## src/rtl/mmu_pkg.sv

```systemverilog
// ---------------------------------------------------------------------------
// mmu_pkg
// Shared types and constants for the VA->PA translator.
//  - vaddr_t / paddr_t : 32-bit addresses
//  - state_t           : translator FSM states
//  - tlb_entry_t       : one TLB entry. VPN/PFN are kept zero-extended to
//                        32 bits so the struct does not depend on PAGE_BITS.
//  - KSEG constants and the fixed-segment helper function
// Optional feature macro: TLB_ASID_EN adds ASID and global-bit fields.
// ---------------------------------------------------------------------------
package mmu_pkg;

  typedef logic [31:0] vaddr_t;
  typedef logic [31:0] paddr_t;

  // VA[31:30] == 2'b10 selects kseg0/kseg1 (fixed mapping)
  localparam logic [1:0] KSEG01_TOP = 2'b10;
  // VA[31:29] == 3'b101 selects kseg1 (uncached)
  localparam logic [2:0] KSEG1_TOP  = 3'b101;
  // Fixed mapping keeps VA[28:0] and clears the top three bits
  localparam paddr_t     KSEG_MASK  = 32'h1FFF_FFFF;

  typedef enum logic [1:0] {
    S_IDLE = 2'd0,
    S_REQ  = 2'd1,
    S_WAIT = 2'd2,
    S_RESP = 2'd3
  } state_t;

  typedef struct packed {
    logic [31:0] vpn;
    logic [31:0] pfn;
    logic        uncached;
`ifdef TLB_ASID_EN
    logic [31:0] asid;
    logic        global_pg;
`endif
  } tlb_entry_t;

  function automatic paddr_t fixed_paddr(input vaddr_t va);
    return va & KSEG_MASK;
  endfunction

endpackage

```

## src/rtl/tlb_cam.sv

```systemverilog
// ---------------------------------------------------------------------------
// tlb_cam
// Fully associative TLB storage: entry array, valid bits and a parallel
// match. Lookup is combinational; install and flush act at the clock edge.
// Ports:
//  clk, reset      clock, asynchronous active-high reset (clears valid bits)
//  flush           clear every valid bit; wins over a same-cycle install
//  lookup_vpn      zero-extended VPN to match
//  lookup_asid     current ASID (TLB_ASID_EN only)
//  install_en/idx  write install_entry into slot idx and mark it valid
//  hit, hit_pfn, hit_uncached   match result (lowest matching index wins)
// Optional feature macro: TLB_ASID_EN.
// ---------------------------------------------------------------------------
module tlb_cam
  import mmu_pkg::*;
#(
  parameter int ENTRIES = 8,
  parameter int ASID_W  = 8,
  parameter int IDX_W   = $clog2(ENTRIES)
) (
  input  logic             clk,
  input  logic             reset,
  input  logic             flush,
  input  logic [31:0]      lookup_vpn,
`ifdef TLB_ASID_EN
  input  logic [ASID_W-1:0] lookup_asid,
`endif
  input  logic             install_en,
  input  logic [IDX_W-1:0] install_idx,
  input  tlb_entry_t       install_entry,
  output logic             hit,
  output logic [31:0]      hit_pfn,
  output logic             hit_uncached
);

  tlb_entry_t         entry_mem [ENTRIES];
  logic [ENTRIES-1:0] valid_reg;
  logic [ENTRIES-1:0] match;
  logic [IDX_W-1:0]   hit_idx;

  always_ff @(posedge clk or posedge reset) begin
    if (reset) begin
      valid_reg <= '0;
    end else if (flush) begin
      valid_reg <= '0;
    end else if (install_en) begin
      valid_reg[install_idx] <= 1'b1;
    end
  end

  // Entry payload needs no reset: it is qualified by valid_reg
  always_ff @(posedge clk) begin
    if (install_en && !flush) begin
      entry_mem[install_idx] <= install_entry;
    end
  end

  for (genvar gi = 0; gi < ENTRIES; gi++) begin : g_match
`ifdef TLB_ASID_EN
    assign match[gi] = valid_reg[gi] && (entry_mem[gi].vpn == lookup_vpn) &&
                       (entry_mem[gi].global_pg ||
                        (entry_mem[gi].asid == 32'(lookup_asid)));
`else
    assign match[gi] = valid_reg[gi] && (entry_mem[gi].vpn == lookup_vpn);
`endif
  end

  // Scan from the top down so the lowest matching index is the one kept
  always_comb begin
    hit_idx = '0;
    for (int i = ENTRIES - 1; i >= 0; i--) begin
      if (match[i]) begin
        hit_idx = IDX_W'(i);
      end
    end
  end

  assign hit          = |match;
  assign hit_pfn      = entry_mem[hit_idx].pfn;
  assign hit_uncached = entry_mem[hit_idx].uncached;

endmodule

```

## src/rtl/tlb_addr_translator.sv

```systemverilog
// ---------------------------------------------------------------------------
// tlb_addr_translator
// MIPS-style VA->PA translation with valid/ready handshakes.
// kseg0/kseg1 are fixed-mapped; all other addresses go through an
// ENTRIES-deep fully associative TLB refilled over a request/response port.
// Ports:
//  clk, reset                 clock, asynchronous active-high reset
//  req_valid/ready/vaddr      translation request
//  resp_valid/ready           result handshake (result held until accepted)
//  resp_paddr/uncached/fault  translation result (paddr 0 on fault)
//  refill_req_valid/ready     refill request, refill_vpn = missing VPN
//  refill_resp_valid          one-cycle refill reply with refill_pfn,
//                             refill_uncached, refill_fault
//  flush                      invalidate all TLB entries
//  asid, refill_global        only with TLB_ASID_EN
// Optional feature macro: TLB_ASID_EN (ASID-tagged entries with global bit).
// ---------------------------------------------------------------------------
module tlb_addr_translator
  import mmu_pkg::*;
#(
  parameter int ENTRIES   = 8,
  parameter int PAGE_BITS = 12,
  parameter int ASID_W    = 8
) (
  input  logic                   clk,
  input  logic                   reset,
  input  logic                   req_valid,
  output logic                   req_ready,
  input  logic [31:0]            req_vaddr,
  output logic                   resp_valid,
  input  logic                   resp_ready,
  output logic [31:0]            resp_paddr,
  output logic                   resp_uncached,
  output logic                   resp_fault,
  output logic                   refill_req_valid,
  input  logic                   refill_req_ready,
  output logic [31-PAGE_BITS:0]  refill_vpn,
  input  logic                   refill_resp_valid,
  input  logic [31-PAGE_BITS:0]  refill_pfn,
  input  logic                   refill_uncached,
  input  logic                   refill_fault,
`ifdef TLB_ASID_EN
  input  logic [ASID_W-1:0]      asid,
  input  logic                   refill_global,
`endif
  input  logic                   flush
);

  localparam int VPN_W = 32 - PAGE_BITS;
  localparam int IDX_W = $clog2(ENTRIES);

  if (ENTRIES < 2 || (ENTRIES & (ENTRIES - 1)) != 0 || ASID_W < 1 ||
      PAGE_BITS < 1 || PAGE_BITS > 31) begin : g_param_check
    $error("tlb_addr_translator: illegal parameter combination");
  end

  state_t               state_reg, state_next;
  logic [VPN_W-1:0]     vpn_reg;
  logic [PAGE_BITS-1:0] off_reg;
  logic [IDX_W-1:0]     victim_reg;
  paddr_t               paddr_reg;
  logic                 uncached_reg;
  logic                 fault_reg;
`ifdef TLB_ASID_EN
  logic [ASID_W-1:0]    asid_reg;
`endif

  logic                 fixed_seg;
  logic                 accept;
  logic                 install_en;
  logic                 hit;
  logic [31:0]          hit_pfn;
  logic                 hit_uncached;
  tlb_entry_t           install_entry;

  assign fixed_seg = (req_vaddr[31:30] == KSEG01_TOP);
  assign accept    = req_valid && (state_reg == S_IDLE);
  // A refill reply landing together with flush is not installed, and the
  // victim pointer only moves when an entry is actually written.
  assign install_en = (state_reg == S_WAIT) && refill_resp_valid &&
                      !refill_fault && !flush;

  always_comb begin
    install_entry          = '0;
    install_entry.vpn      = 32'(vpn_reg);
    install_entry.pfn      = 32'(refill_pfn);
    install_entry.uncached = refill_uncached;
`ifdef TLB_ASID_EN
    install_entry.asid      = 32'(asid_reg);
    install_entry.global_pg = refill_global;
`endif
  end

  tlb_cam #(
    .ENTRIES (ENTRIES),
    .ASID_W  (ASID_W),
    .IDX_W   (IDX_W)
  ) u_cam (
    .clk           (clk),
    .reset         (reset),
    .flush         (flush),
    .lookup_vpn    (32'(req_vaddr[31:PAGE_BITS])),
`ifdef TLB_ASID_EN
    .lookup_asid   (asid),
`endif
    .install_en    (install_en),
    .install_idx   (victim_reg),
    .install_entry (install_entry),
    .hit           (hit),
    .hit_pfn       (hit_pfn),
    .hit_uncached  (hit_uncached)
  );

  always_ff @(posedge clk or posedge reset) begin
    if (reset) begin
      state_reg <= S_IDLE;
    end else begin
      state_reg <= state_next;
    end
  end

  always_comb begin
    state_next       = state_reg;
    req_ready        = 1'b0;
    refill_req_valid = 1'b0;
    resp_valid       = 1'b0;
    case (state_reg)
      S_IDLE: begin
        req_ready = 1'b1;
        if (req_valid) begin
          state_next = (fixed_seg || hit) ? S_RESP : S_REQ;
        end
      end
      S_REQ: begin
        refill_req_valid = 1'b1;
        if (refill_req_ready) begin
          state_next = S_WAIT;
        end
      end
      S_WAIT: begin
        if (refill_resp_valid) begin
          state_next = S_RESP;
        end
      end
      S_RESP: begin
        resp_valid = 1'b1;
        if (resp_ready) begin
          state_next = S_IDLE;
        end
      end
      default: state_next = S_IDLE;
    endcase
  end

  // Result registers only change on accept or refill reply, so they are
  // naturally stable for the whole RESP state.
  always_ff @(posedge clk or posedge reset) begin
    if (reset) begin
      vpn_reg      <= '0;
      off_reg      <= '0;
      victim_reg   <= '0;
      paddr_reg    <= '0;
      uncached_reg <= 1'b0;
      fault_reg    <= 1'b0;
`ifdef TLB_ASID_EN
      asid_reg     <= '0;
`endif
    end else begin
      if (accept) begin
        if (fixed_seg) begin
          paddr_reg    <= fixed_paddr(req_vaddr);
          uncached_reg <= (req_vaddr[31:29] == KSEG1_TOP);
          fault_reg    <= 1'b0;
        end else if (hit) begin
          paddr_reg    <= (hit_pfn << PAGE_BITS) | 32'(req_vaddr[PAGE_BITS-1:0]);
          uncached_reg <= hit_uncached;
          fault_reg    <= 1'b0;
        end else begin
          vpn_reg <= req_vaddr[31:PAGE_BITS];
          off_reg <= req_vaddr[PAGE_BITS-1:0];
`ifdef TLB_ASID_EN
          asid_reg <= asid;
`endif
        end
      end
      if ((state_reg == S_WAIT) && refill_resp_valid) begin
        if (refill_fault) begin
          paddr_reg    <= '0;
          uncached_reg <= 1'b0;
          fault_reg    <= 1'b1;
        end else begin
          paddr_reg    <= {refill_pfn, off_reg};
          uncached_reg <= refill_uncached;
          fault_reg    <= 1'b0;
        end
      end
      if (install_en) begin
        victim_reg <= victim_reg + 1'b1;
      end
    end
  end

  assign resp_paddr    = paddr_reg;
  assign resp_uncached = uncached_reg;
  assign resp_fault    = fault_reg;
  assign refill_vpn    = vpn_reg;

endmodule
```

## config.mk

```make
export PLATFORM = sky130hd
export DESIGN_NAME = tlb_addr_translator
export DESIGN_NICKNAME = d
export VERILOG_FILES = /design/src/rtl/mmu_pkg.sv /design/src/rtl/tlb_cam.sv /design/src/rtl/tlb_addr_translator.sv
export SDC_FILE = /design/constraint.sdc
export NUM_CORES = 1
export LEC_CHECK = 0
export CORE_MARGIN = 2
export CORE_UTILIZATION = 60
export CTS_CLUSTER_DIAMETER = 120
export DETAILED_ROUTE_END_ITERATION = 12
export GPL_TIMING_DRIVEN = 0
export PLACE_DENSITY = 0.89
export SLEW_MARGIN = 20
export SYNTH_ARGS = -nofsm -noshare
export SYNTH_HDL_FRONTEND = slang
export SYNTH_SLANG_ARGS = --single-unit
```

## constraint.sdc

```tcl
create_clock -name clk -period 14.66 [get_ports clk]
set_input_delay 3.665 -clock clk [delete_from_list [all_inputs] [get_ports clk]]
set_output_delay 3.665 -clock clk [all_outputs]
set_load 0.02 [all_outputs]
```

==> results.sh <==
export IMPL_dp_cells=1686
export IMPL_fin_nets=1410
export IMPL_synth_ff_type="edfxtp_1"
export IMPL_yosysTopAreaCell="edfxtp_1"
export IMPL_insertion_delay_ns=0.55
export IMPL_yosys_top_cells_area="edfxtp_1 57%, dfrtp_1 11%, xnor2_1 5.6%"
export IMPL_dpl_hpwl_um=32300
export IMPL_die_area_um2=30200
export IMPL_leakagePower_nw=7.42
export IMPL_ys_types=51
export IMPL_hp_class="flop to flop"
export IMPL_largest_reg_flops=328
export IMPL_post_route_worst_setup_slack_ns=7.44
export IMPL_syn_area_um2=17300
export IMPL_yosysTopAreaCellShare=0.570
export IMPL_cts_buffers=40
export IMPL_rows=62
export IMPL_peakVddDrop_uv=123
export IMPL_cp_top_family="buffers and inverters"
export IMPL_ys_seq_area_frac=0.684
export IMPL_setup_viol=0
export IMPL_cts_hold_buf=0
export IMPL_drc_errors=0
export IMPL_top_register="u_cam.entry_mem"
export IMPL_rsz0062_at_grt="no"
export IMPL_synth_edf_count=328
export IMPL_synth_cells=1159
export IMPL_grt_pass1_wl_um=70000
export IMPL_cp_max_fo=10
export IMPL_worstMarginPinSlew_ns=0.924
export IMPL_yosys_top_cells_count="328 x edfxtp_1, 111 x xnor2_1, 79 x dfrtp_1"
export IMPL_clk_pin_slew_ns=0.06
export IMPL_skew_ns=0.0235
export IMPL_synth_yosys_warnings=0
export IMPL_critical_path_buf_inv_count=3
export IMPL_hold_violations=0
export IMPL_power_density_nw_per_um2=155
export IMPL_final_util=0.717
export IMPL_finalNonFillerCells=1763
export IMPL_start_util=0.606
export IMPL_ant_nets=0
export IMPL_grt_ovfl_total=0
export IMPL_clock_path_buffers=3
export IMPL_status="completed"
export IMPL_die_w_um=174
export IMPL_avgSynthCellArea_um2=14.9
export IMPL_core_area_um2=28500
export IMPL_fmax_mhz=139
export IMPL_worstSetupPathType="primary input to flop"
export IMPL_cts_setup_buffers=0
export IMPL_firstDrtPassIters=6
export IMPL_slowest_stage="clkdlybuf4s50_1"
export IMPL_cp_cell_sequence="clkdlybuf4s50_1 -> buf_2 -> xnor2_1 -> nand4_1 -> nor4_1 -> nand4_1 -> nor2b_1 -> a31oi_1 -> clkbuf_1 -> mux4_2 -> a222oi_1 -> o21ai_1"
export IMPL_syn_num_nets=1225
export IMPL_viasPerCell=6.59
export IMPL_routed_wl_um=47100
export IMPL_final_cell_area_um2=20500
export IMPL_drtIter0Drc=1562
export IMPL_p_total_mw=3.17
export IMPL_vias=11600
export IMPL_worstPathArrival_ns=7.62
export IMPL_period_needed_ns=7.22
export IMPL_grt_pass1_vias=11600
export IMPL_antenna_found_initial=3
export IMPL_fin_crit_sh=0.492
export IMPL_synthArstFlopShare=0.194
export IMPL_htree_levels=2
export IMPL_dieHeight_um=174
export IMPL_dp_slack_ns=7.03
export IMPL_startpoint_type="primary input"
export IMPL_drive_above_1_share=0.143
export IMPL_worstPathRequired_ns=15.06
export IMPL_synth_most_common_cell="edfxtp_1"
export IMPL_gp_congestion=1.05
export IMPL_grt_max_degree=57
export IMPL_fin_setup_tns_ns=0
export IMPL_drv_cap=0
export IMPL_cp_slowest_stage_delay_ns=0.51
export IMPL_io_pin_count=118
export IMPL_routedWlPerCell_um=26.7
export IMPL_cts_tree="built"
export IMPL_cpMostUsedCell="nand4_1"
export IMPL_hold_ws_ns=0.507
export IMPL_syn_to_final_growth_pct=18.4
export IMPL_drv_slew=0
export IMPL_port_buffers=99
export IMPL_cts_sinks=407
export IMPL_grtUsageTotal=0.312
export IMPL_ys_ff_latch=407
export IMPL_cp_end_kind="flop"
export IMPL_postPlaceCellArea_um2=19200
export IMPL_cts_resized=0
export IMPL_clockRootBuffer="clkbuf_16"
export IMPL_max_slew_margin_rel=0.383
-- placed cells by master, fill, tap and decap left out, types with 37 or more instances in the layout --
master           count
clkdlybuf4s50_1     99
buf_2               47
mux2_2              37
clkbuf_16           41
xor2_1              51
nand2_1             71
xnor2_1            111
dfrtp_1             79
mux2i_1             72
nand4_1             46
edfxtp_1           328
-- power breakdown --
part | total [mW] | switching (mW) | internal, mW
clock | 1.00 | 0.428 | 0.577
combinational | 0.579 | 0.320 | 0.259
sequential | 1.59 | 0.164 | 1.42
total | 3.17 | 0.912 | 2.26
-- routing by layer --
| metal | vias up | part of all wire | global-route usage |
|---|---|---|---|
| met1 | 5685 | 0.35 | 0.392 |
| met2 | 845 | 0.48 | 0.512 |
| li1 | 4836 | - | - |
| met4 | 0 | 0.069 | 0.189 |
| met5 | - | 0 | 0 |
| met3 | 245 | 0.096 | 0.0513 |
-- worst paths after layout --
kind | start | slack, ns | end | cells after the start
worst max-delay path | req_vaddr[30] | 7.44 | resp_paddr[30] | 12
worst min-delay path | off_reg[8] | 0.51 | resp_paddr[8] | 2
worst max register to register | state_reg[0] | 10.44 | u_cam.entry_mem[5][5] | 10
worst min register to register | off_reg[8] | 0.51 | resp_paddr[8] | 2
max in group asynchronous | reset | 10.51 | resp_paddr[19] | 3
min in group asynchronous | reset | 3.50 | refill_vpn[6] | 2
-- worst reg2reg max path: stages, from the launching register on --
cell	delay, ns
dfrtp_1	0.41
inv_1	0.13
ha_1	0.23
nand2_1	0.25
nor2_1	0.73
nand2_1	0.40
nor4b_2	0.85
buf_4	0.30
buf_4	0.16
buf_2	0.21
buf_2	0.24
-- area by class of cell --
class,instances,area [µm²]
antenna,3,7.51
buffer,58,298
clock buffer,58,1140
clock inverter,16,133
fill,1743,8080
inverter,9,36.3
multi-input combinational,685,5180
sequential,407,11800
tap,384,480
timing repair buffer,143,1360
-- logic make-up (layout without fill, tap and decap cells) --
group / count (synthesis) / in the layout / synth area share
DFF: 407 / 407 / 0.684
buffers and inverters: 67 / 284 / 0.0192
and+or+nand+nor: 257 / 257 / 0.0811
xor gates and xnor gates: 162 / 162 / 0.0821
muxes: 112 / 112 / 0.0697
AOI/OAI and AO/OA: 149 / 149 / 0.0602
adders and majority gates: 5 / 5 / 0.00362
other: 0 / 3 / 0
Note: power is estimated with default switching activity, not from simulation.
